<file path="config.mk">
export PLATFORM = sky130hd
export DESIGN_NAME = debounced_input_port_flat
export DESIGN_NICKNAME = d
export VERILOG_FILES = /design/src/rtl/debounced_input_port_if.sv /design/src/rtl/debounced_input_port.sv /design/src/flat_wrapper.sv
export SDC_FILE = /design/constraint.sdc
export NUM_CORES = 1
export LEC_CHECK = 0
export ABC_AREA = 1
export BUFFER_PORTS_ARGS = -buffer_cell sky130_fd_sc_hd__buf_4
export CORE_ASPECT_RATIO = 0.7
export CORE_UTILIZATION = 40
export DETAILED_ROUTE_END_ITERATION = 8
export SLEW_MARGIN = 10
export SYNTH_ARGS = -nofsm -noshare
export SYNTH_HDL_FRONTEND = slang
export SYNTH_SLANG_ARGS = --single-unit
</file>
<file path="constraint.sdc">
create_clock -name clk -period 2.4 [get_ports clk]
set_clock_uncertainty 0.15 [all_clocks]
set_input_delay 0.48 -clock clk [delete_from_list [all_inputs] [get_ports clk]]
set_output_delay 0.48 -clock clk [all_outputs]
set_load 0.01 [all_outputs]
</file>
<file path="src/rtl/debounced_input_port_if.sv">
// debounced_input_port_if: Wishbone data-bus signals between processor (master) and the input port (slave)
interface debounced_input_port_if;
  logic [31:0] adr_i;
  logic [31:0] dat_i;
  logic [31:0] dat_o;
  logic [3:0]  sel_i;
  logic        we_i;
  logic        stb_i;
  logic        cyc_i;
  logic        ack_o;
  logic        err_o;
  modport master (output adr_i, dat_i, sel_i, we_i, stb_i, cyc_i, input dat_o, ack_o, err_o);
  modport slave  (input adr_i, dat_i, sel_i, we_i, stb_i, cyc_i, output dat_o, ack_o, err_o);
endinterface

</file>
<file path="src/rtl/debounced_input_port.sv">
// debounced_input_port: synchronised, debounced switch/button port with sticky change events and maskable irq
module debounced_input_port #(
  parameter int WIDTH = 13,
  parameter int DEBOUNCE_CYCLES = 50000,
  parameter int CNT_WIDTH = 16,
  parameter logic [WIDTH-1:0] RESET_LEVEL = '0
) (
  input  logic                 clk,
  input  logic                 rst_n,
  debounced_input_port_if.slave bus,
  input  logic [WIDTH-1:0]     i_in,
  output logic                 o_irq
);
  localparam logic [CNT_WIDTH-1:0] LP_LAST = CNT_WIDTH'(DEBOUNCE_CYCLES - 1);
  localparam logic [CNT_WIDTH-1:0] LP_ONE  = CNT_WIDTH'(1);
  logic [WIDTH-1:0]     r_sync1, r_sync2, r_state, r_events, r_irq_en;
  logic [CNT_WIDTH-1:0] r_cnt [WIDTH];
  logic [WIDTH-1:0]     w_pulse, w_clr, w_wdata;
  logic [31:0]          w_mask, w_rdata, r_dat;
  logic                 w_req, w_wr, r_ack, r_irq, w_unused;
  assign w_req   = bus.cyc_i & bus.stb_i & ~r_ack;
  assign w_wr    = w_req & bus.we_i;
  assign w_mask  = {{8{bus.sel_i[3]}}, {8{bus.sel_i[2]}}, {8{bus.sel_i[1]}}, {8{bus.sel_i[0]}}};
  assign w_wdata = w_mask[WIDTH-1:0] & bus.dat_i[WIDTH-1:0];
  assign w_clr   = (w_wr && bus.adr_i[3:2] == 2'd1) ? w_wdata : '0;
  assign w_rdata = bus.adr_i[3:2] == 2'd0 ? 32'(r_state)  :
                   bus.adr_i[3:2] == 2'd1 ? 32'(r_events) :
                   bus.adr_i[3:2] == 2'd2 ? 32'(r_irq_en) : 32'(r_sync2);
  assign w_unused = ^{bus.adr_i, bus.dat_i, w_mask};
  always_comb begin
    w_pulse = '0;
    for (int k = 0; k < WIDTH; k++)
      w_pulse[k] = (r_sync2[k] != r_state[k]) && (r_cnt[k] == LP_LAST);
  end
  always_ff @(posedge clk or negedge rst_n) begin
    if (!rst_n) begin
      r_sync1  <= RESET_LEVEL;
      r_sync2  <= RESET_LEVEL;
      r_state  <= RESET_LEVEL;
      r_events <= '0;
      r_irq_en <= '0;
      for (int k = 0; k < WIDTH; k++) r_cnt[k] <= '0;
      r_ack    <= 1'b0;
      r_dat    <= '0;
      r_irq    <= 1'b0;
    end else begin
      r_sync1  <= i_in;
      r_sync2  <= r_sync1;
      for (int k = 0; k < WIDTH; k++)
        r_cnt[k] <= (r_sync2[k] == r_state[k] || w_pulse[k]) ? '0 : r_cnt[k] + LP_ONE;
      // a pulse only fires while the bit differs, so toggling lands on sync2
      r_state  <= r_state ^ w_pulse;
      r_events <= (r_events & ~w_clr) | w_pulse;
      r_irq_en <= (w_wr && bus.adr_i[3:2] == 2'd2) ? (r_irq_en & ~w_mask[WIDTH-1:0]) | w_wdata : r_irq_en;
      r_ack    <= w_req;
      r_dat    <= w_req ? w_rdata : '0;
      r_irq    <= |(r_events & r_irq_en);
    end
  end
  assign bus.ack_o = r_ack;
  assign bus.dat_o = r_dat;
  assign bus.err_o = 1'b0;
  assign o_irq     = r_irq;
endmodule

</file>
<file path="src/flat_wrapper.sv">
// flat-port wrapper written by rule: the top's interface ports become plain ports
module debounced_input_port_flat 
#(
  parameter int WIDTH = 13,
  parameter int DEBOUNCE_CYCLES = 50000,
  parameter int CNT_WIDTH = 16,
  parameter logic [WIDTH-1:0] RESET_LEVEL = '0
)
  (clk, rst_n, i_in, o_irq, bus_adr_i, bus_dat_i, bus_sel_i, bus_we_i, bus_stb_i, bus_cyc_i, bus_dat_o, bus_ack_o, bus_err_o);
  debounced_input_port_if bus_i ();
  input  logic clk;
  input  logic rst_n;
  input  logic [WIDTH-1:0] i_in;
  output logic o_irq;
  input wire logic [$bits(bus_i.adr_i)-1:0] bus_adr_i;
  input wire logic [$bits(bus_i.dat_i)-1:0] bus_dat_i;
  input wire logic [$bits(bus_i.sel_i)-1:0] bus_sel_i;
  input wire logic [$bits(bus_i.we_i)-1:0] bus_we_i;
  input wire logic [$bits(bus_i.stb_i)-1:0] bus_stb_i;
  input wire logic [$bits(bus_i.cyc_i)-1:0] bus_cyc_i;
  output wire logic [$bits(bus_i.dat_o)-1:0] bus_dat_o;
  output wire logic [$bits(bus_i.ack_o)-1:0] bus_ack_o;
  output wire logic [$bits(bus_i.err_o)-1:0] bus_err_o;
  assign bus_i.adr_i = bus_adr_i;
  assign bus_i.dat_i = bus_dat_i;
  assign bus_i.sel_i = bus_sel_i;
  assign bus_i.we_i = bus_we_i;
  assign bus_i.stb_i = bus_stb_i;
  assign bus_i.cyc_i = bus_cyc_i;
  assign bus_dat_o = bus_i.dat_o;
  assign bus_ack_o = bus_i.ack_o;
  assign bus_err_o = bus_i.err_o;
  debounced_input_port #(.WIDTH(WIDTH), .DEBOUNCE_CYCLES(DEBOUNCE_CYCLES), .CNT_WIDTH(CNT_WIDTH), .RESET_LEVEL(RESET_LEVEL)) u_core (.clk(clk), .rst_n(rst_n), .bus(bus_i), .i_in(i_in), .o_irq(o_irq));
endmodule
</file>
Word-level counts from Yosys, hierarchy flattened
Cells that the tools add are included.
{ "op_classes": {"addsub": 13, "eq_ne": 41, "muxes": 18, "bitwise": 13, "n_reduce_logical": 30} }
{ "op_table": {"columns": ["op", "n"], "rows": [
  ["$add A16 B1 Y16 const B", 13],
  ["$eq A16 B16 Y1 const B", 13],
  ["$mux W16", 13],
  ["$mux W32", 3],
  ["$and A13 B13 Y13", 4],
  ["$mux W13", 2],
  ["$not A13 Y13", 2],
  ["$or A13 B13 Y13", 2],
  ["$logic_and A1 B1 Y1", 15],
  ["$eq A1 B1 Y1", 13],
  ["$logic_or A1 B1 Y1", 13],
  ["$ne A1 B1 Y1", 13],
  ["$reduce_or A13 Y1", 1],
  ["$xor A13 B13 Y13", 1],
  ["$and A1 B1 Y1", 3],
  ["$eq A2 B1 Y1 const B", 1],
  ["$eq A2 B2 Y1 const B", 1],
  ["$logic_not A2 Y1", 1],
  ["$not A1 Y1", 1]
]} }
{ "word_totals": {"reg_bits": 307, "output_inout_bits": 35, "word_cells": 136} }

Logic depth before layout (Yosys ltp)
Gate-level depths: netlist of run 1.
{ "logic_depth": {"ltp_word": 8, "mapped_depth": 9, "depth_no_buf": 8} }

Least setup slack after synthesis of run 1
Ideal clock, no wire load.
{ "synth_path": {"path_kind": "flip-flop to flip-flop", "startpoint": "reg u_core.r_cnt[16] in the netlist's numbering", "endpoint": "reg u_core.r_cnt[27] in the netlist's numbering", "setup_ns": 0.120, "arrival_ns": 1.246, "slack_ns": 0.884, "path_stages_with_launch": 8, "synth_period_minus_slack_ns": 1.516, "path_cell_list": "dfrtp_1 -> ha_1 -> nand3_4 -> nor2_4 -> nand2_2 -> nand2_4 -> buf_6 -> nor2_1"} }
{ "synth_via": {"elab_chain_cells": 4, "elab_cells_between_ends": 5, "classes_between": "add/sub: 1; eq/ne: 1; mux: 1; reduce/logical: 2"} }
{ "synth_rtl": {"columns": ["element", "line", "text"], "rows": [
  ["from (decl)", "debounced_input_port.sv:17", "logic [CNT_WIDTH-1:0] r_cnt [WIDTH];"],
  ["from (signal, indexed assignment)", "debounced_input_port.sv:50", "r_cnt[k] <= (r_sync2[k] == r_state[k] || w_pulse[k]) ? '0 : r_cnt[k] + LP_ONE;"],
  ["branches (longest 3 deep; another with $add A16 B1 Y16)", null, null],
  ["$mux W16 *", "debounced_input_port.sv:50", null]
]} }
Mark *: on every way between the ends.
A chain may end at the register's enable or synchronous reset.

==> impl_metrics.csv, run 1 <==
group,metric,value,unit
power_and_ir_drop,vdd_drop_max,0.562,mV
global_route,gr-usage-all-layers,18.4,%
synthesis,synth_cell_types,30,
final_layout,nNetsFinal,2124,
critical_path,startpoint_type,"flip-flop",
sta,finalMaxSlewViolations,0,
placement,placed_cell_area,15800,um2
synthesis,netlist_instances,1929,
synthesis,synth_top_area_share,48.1,%
route,viasPerCell,4.88,
power_and_ir_drop,power_density,631,nW/um2
sta,rsz0062_at_grt,"false",
synthesis,yosysWarnings,0,
sta,timing.final.crit_share,82.2,%
floorplan,dieWidth,233,um
sta,relSlewSlack,59.0,%
critical_path,r2r_cells,8,
route,remaining_drc_errors,4,
sta,setup_tns,0,ps
global_route,gr-total-overflow,0,
final_layout,area_growth,14.2,%
floorplan,start_util,41.1,%
route,drtIter0Drc,878,
clocking,clkLatencyLatePin,600,ps
power_and_ir_drop,cellLeakagePower,7.41,nW
job,cap_violations,0,
global_route,grt_max_degree,53,
critical_path,critPathKind,"reg -> reg",
clocking,cts_root_buffer,"clkbuf_16",
route,num_vias,12300,
clocking,cts_hold_buf,25,
hold_path,holdCritPathClass,"in -> reg",
clocking,post-cts-setup-buffers,0,
final_layout,final_cell_area,17100,um2
critical_path,crit_path_frequent_cell,"nand2_1",
synthesis,avgSynthCellArea,7.77,um2
placement,gp_congestion,0.867,
critical_path,r2r_start,"u_core.bus.ack_o$_DFF_PN0_",
critical_path,slowest_delay,370,ps
clocking,ctsResizeCount,0,
outcome,violations,"DRC",
outcome,outcome,"finished with violations",
sta,min_period,1970,ps
route,drt_wl_total,34.1,mm
floorplan,dieHeight,164,um
global_route,grt_pass1_wl,57.4,mm
clocking,cts_buffers,31,
critical_path,worst_ep_arrival_time,2300,ps
floorplan,die_area,38200,um2
global_route,grt_pass1_vias,11600,
global_route,antenna_found_initial,1,
critical_path,ff2ff_setup_slack,430,ps
route,drtPass1Iterations,8,
sta,max_freq,507,MHz
synthesis,synth_area,15000,um2
clocking,clkTransAtPathRegs,60,ps
floorplan,core_area,36400,um2
floorplan,rows,58,
critical_path,worstPathRequired,2730,ps
synthesis,yosys.area.top_type,"dfrtp_1",
placement,hpwl,24.6,mm
synthesis,synth.top_cells.by_area,"dfrtp_1 48%, nand2_1 13%, nor2_1 12%",
critical_path,critical_path.startpoint,"u_core.bus.ack_o$_DFF_PN0_",
route,ant_nets,0,
clocking,htreeDepth,1,
critical_path,path_max_fanout,9,
clocking,clock_path_buffers,3,
critical_path,cpMaxStageDelayCell,"dfrtp_1",
clocking,cts_sinks,288,
placement,port_buffers,49,
synthesis,ys_ff_latch,288,
sta,final-hold-violation-count,0,
final_layout,drive_gt1_share,8.40,%
sta,max_slew.worst_pin.slew,614,ps
clocking,cts_tree,"yes",
route,wl_per_cell,13.5,um
floorplan,io_pins,121,
synthesis,ys_seq_area_share,48.1,%
critical_path,cp_cell_sequence,"inv_1 -> nand3_1 -> inv_1 -> nand2_1 -> nor2_4 -> nand2_1 -> nand2_1 -> nand2_1",
critical_path,end_kind,"flip-flop",
sta,setup_viol,0,
-- kinds of logic after synthesis --
kind of cell / Yosys count / synth area share (%)
AO/OA/AOI/OAI: 117 / 4.43
XOR/XNOR: 94 / 5.50
adder cells (fa/ha/maj): 13 / 1.09
buffers and inverters: 180 / 5.82
flip-flops: 288 / 48.1
other: 1 / 0.0250
AND/OR/NAND/NOR: 1236 / 35.0
-- registers in the layout (all words and copies together), names as in the netlist, named ones only --
signal / cells
u_core.r_sync2: 13
u_core.bus.dat_o: 13
u_core.r_cnt: 208
u_core.r_sync1: 13
u_core.o_irq: 1
u_core.r_events: 13
u_core.bus.ack_o: 1
-- report_power, final --
| group | switching, mW | internal (mW) |
|---|---|---|
| sequential | 0.153 | 5.02 |
| clock | 2.07 | 2.86 |
| combinational | 0.424 | 0.254 |
-- metrics by stage --
stage	power (mW)	hold WS, ps	setup slack (ps)	util (%)	std cells
2_1_floorplan	5.63	34.4	884	-	1948
3_3_place_gp	5.91	186	304	43.4	2447
3_5_place_dp	5.92	186	244	43.4	2447
4_1_cts	11.0	7.58	394	46.9	2528
5_1_grt	11.3	11.4	222	47.0	2529
6_report	10.8	38.8	428	47.0	2529
-- layer usage --
layer / GRT usage [%] / vias up / share of wire, %
met5: 0 / - / 0
met4: 4.66 / 0 / 2.1
met3: 2.95 / 48 / 4.4
met2: 28.2 / 226 / 43
met1: 27.0 / 5746 / 51
li1: - / 6314 / -
-- worst min-delay path by stage --
| stage | start | end | depth (start not counted) |
|---|---|---|---|
| detailed placement | u_core.r_sync1[2]$_DFF_PN0_ | u_core.r_sync2[2]$_DFF_PN0_ | 0 |
| global route | bus_dat_i[1] | flip-flop | 3 |
| CTS | bus_dat_i[0] | flip-flop | 3 |
| finish | bus_dat_i[1] | flip-flop | 3 |
| global placement | u_core.r_sync1[1]$_DFF_PN0_ | u_core.r_sync2[1]$_DFF_PN0_ | 0 |
| floorplan | rst_n | async pin | 0 |
-- layout make-up --
cell class	count	area (um2)
Timing Repair Buffer	88	768
Antenna cell	1	2.50
Inverter	136	510
Clock buffer	42	867
Sequential cell	288	7210
Clock inverter	14	175
Multi-Input combinational cell	1480	6970
Fill cell	3582	19300
Tap cell	480	601
-- layout by cell type, fill, tap and decap left out, types with 3 or more instances in the layout --
cell type | synthesis | routed
nand2_1 | 502 | 502
nor2_1 | 461 | 461
dfrtp_1 | 288 | 288
inv_1 | 135 | 135
nand3_1 | 118 | 118
nand4_1 | 81 | 81
xor2_1 | 68 | 68
buf_4 | 21 | 59
o21ai_0 | 53 | 53
clkbuf_16 | 0 | 31
a21oi_1 | 27 | 27
xnor2_1 | 26 | 26
dlygate4sd3_1 | 0 | 25
conb_1 | 1 | 20
a21o_1 | 16 | 16
nor2_2 | 16 | 16
nor3_1 | 15 | 15
nand2_2 | 13 | 13
o21bai_1 | 13 | 13
ha_1 | 13 | 13
nand3_2 | 10 | 10
or2_2 | 10 | 10
nand2_4 | 7 | 7
o21ai_1 | 6 | 6
clkbuf_1 | 6 | 6
clkinv_2 | 0 | 5
clkbuf_8 | 0 | 5
bufinv_16 | 0 | 3
clkinvlp_4 | 0 | 3
buf_12 | 0 | 3
-- worst max-delay path: cells and delay by family, from the launching register on --
family,cells,cell delay [ps]
flip-flops,1,370
AND/OR/NAND/NOR,6,970
buffers and inverters,2,350
-- synthesized netlist by cell type --
cell,count
clkbuf_1,6
o21bai_1,13
o21ai_1,6
conb_1,1
nor3_1,15
nand2_2,13
nand3_4,1
nor2_2,16
nor2_1,461
a21o_1,16
nand3_2,10
inv_1,135
buf_8,4
buf_6,9
buf_4,21
buf_2,4
nand2_4,7
o211ai_1,2
clkinv_1,1
dfrtp_1,288
or2_2,10
a21oi_1,27
xor2_1,68
nand2_1,502
ha_1,13
xnor2_1,26
nand3_1,118
nand4_1,81
nor2_4,2
o21ai_0,53
Power figures use the tool's default switching activity.
==> run 2, diff against run 1 <==
Clock period 2.4 ns to 1.61 ns, I/O delays scaled along.
==> run 2 against run 1 <==
Effect of this change: the flow finishes with violations (DRC, setup timing); sequential power grew 49%; cell area increased by 6.5%; first-iteration DRC count up 7.7%; worst hold slack worse by 1.0 ps; critical path depth fell by 7; largest cell class unchanged.
==> impl_metrics.csv, run 2 (synthesis gave the netlist of run 1 again) <==
group,metric,value,unit
outcome,outcome,"finished with violations",
outcome,violations,"DRC, setup timing",
route,drtIter0Drc,946,
critical_path,path_max_fanout,1,
sta,final-hold-violation-count,0,
final_layout,drive_gt1_share,14.9,%
power_and_ir_drop,vdd_drop_max,0.924,mV
floorplan,io_pins,121,
critical_path,critPathKind,"reg -> out",
floorplan,die_area,38200,um2
clocking,clkLatencyLatePin,580,ps
global_route,grt_pass1_wl,59.4,mm
route,viasPerCell,4.85,
sta,finalMaxSlewViolations,0,
global_route,grt_pass1_vias,12200,
power_and_ir_drop,power_density,880,nW/um2
clocking,clkTransAtPathRegs,70,ps
route,num_vias,12800,
sta,timing.final.crit_share,100,%
global_route,antenna_found_initial,1,
final_layout,final_common_cell,"nand2_1",
critical_path,crit_buf_inv,1,
job,cap_violations,0,
floorplan,rows,58,
critical_path,worst_ep_arrival_time,1140,ps
placement,hpwl,25.5,mm
final_layout,final_cells,2637,
final_layout,final_cell_mix,"495 x nand2_1, 444 x nor2_1, 284 x dfrtp_1",
sta,relSlewSlack,63.2,%
critical_path,cp_cell_sequence,"buf_6",
placement,placed_cell_area,16600,um2
clocking,htreeDepth,1,
floorplan,dieHeight,164,um
hold_path,holdCritPathClass,"in -> async",
final_layout,area_growth,21.6,%
sta,setup_tns,-1.92,ps
global_route,gr-usage-all-layers,18.9,%
critical_path,startpoint_type,"flip-flop",
floorplan,dieWidth,233,um
route,remaining_drc_errors,10,
power_and_ir_drop,cellLeakagePower,7.97,nW
sta,min_period,1610,ps
placement,gp_congestion,0.900,
final_layout,final_cell_area,18200,um2
global_route,gr-total-overflow,0,
route,drt_wl_total,35.2,mm
route,ant_nets,0,
critical_path,ff2ff_setup_slack,40,ps
placement,placed_cells,2543,
placement,port_buffers,49,
sta,setup_slack,-1.92,ps
clocking,clock_path_buffers,3,
critical_path,end_kind,"output pin",
critical_path,slowest_delay,430,ps
sta,setup_viol,1,
route,drtPass1Iterations,9,
floorplan,core_area,36400,um2
clocking,cts_tree,"yes",
route,wl_per_cell,13.4,um
clocking,cts_sinks,288,
final_layout,n_fill_cell,3523,
sta,max_slew.worst_pin.slew,550,ps
placement,place_ws,-15.7,ps
final_layout,nNetsFinal,2231,
floorplan,start_util,41.1,%
clocking,cts_buffers,30,
sta,rsz0062_at_grt,"true",
sta,max_freq,620,MHz
final_layout,largest_register,"u_core.r_cnt",
final_layout,largest_reg_flops,208,
critical_path,worstPathRequired,1140,ps
critical_path,cpMaxStageDelayCell,"dfrtp_1",
global_route,grt_max_degree,60,
clocking,cts_root_buffer,"clkbuf_16",
critical_path,path_delay_family,"flip-flops",
## run 2: cell types whose count changed in the layout (fill, tap and decap cells not counted), moves of 8 or more
cell    previous run  this run
ha_2               0         8
nor2_1           461       444
buf_4             59       140
buf_6              0        13
nor2_2            16        30
ha_1              13         4
## run 2: report_power, final
part	switching (mW)	internal, mW	total [mW]
combinational	0.694	0.513	1.21
sequential	0.225	7.49	7.71
clock	2.98	4.13	7.11
total	3.90	12.1	16.0
## run 2: stage by stage
step                util (%)  power [mW]  hold slack, ps
floorplan                  -        8.39            -124
global placement        45.6        8.91            42.4
detailed placement      45.6        8.94            43.4
CTS                     49.3        16.2            34.8
global route            50.0        16.8            20.9
finish                  50.0        16.0            37.8
## run 2: path summary, 6_finish.rpt
| path | start | end | cells past startpoint |
|---|---|---|---|
| setup / recovery | u_core.bus.dat_o[0]$_DFF_PN0_ | bus_dat_o[0] | 1 |
| hold / removal | rst_n | u_core.r_cnt[161]$_DFF_PN0_ | 2 |
| setup reg to reg | u_core.r_cnt[193]$_DFF_PN0_ | flip-flop | 9 |
| hold reg to reg | u_core.r_sync1[11]$_DFF_PN0_ | u_core.r_sync2[11]$_DFF_PN0_ | 0 |
| max in group asynchronous | rst_n | u_core.r_cnt[159]$_DFF_PN0_ | 4 |
| min in group clk | bus_cyc_i | u_core.bus.dat_o[12]$_DFF_PN0_ | 4 |
## run 2: repair_timing
item | 4_1_cts | 5_1_grt
setup buffers | 0 | 4
pin swaps | 0 | 7
resized for setup | 13 | 58
gates cloned | 0 | 4
endpoints found under the hold margin | 327 | 0
hold buffers | 29 | 0
setup endpoints to repair | 33 | 207
## run 2: metal layers
| metal | global-route usage [%] | vias to the layer above | routed length (um) |
|---|---|---|---|
| met3 | 3.42 | 46 | 1720 |
| met4 | 4.40 | 0 | 730 |
| met2 | 28.0 | 242 | 14600 |
| met1 | 28.4 | 5959 | 18100 |
| met5 | 0 | - | 0 |
| li1 | - | 6541 | - |
## run 2: area by class of cell
type                       count  area (um2)  share of cell area [%]
sequential                   288        7210                    39.6
timing repair buffer         192        1680                    9.24
antenna                        1        2.50                  0.0137
multi-input combinational   1484        7180                    39.4
tap                          480         601                    3.30
clock inverter                13         106                   0.584
inverter                     136         510                    2.80
clock buffer                  43         921                    5.06
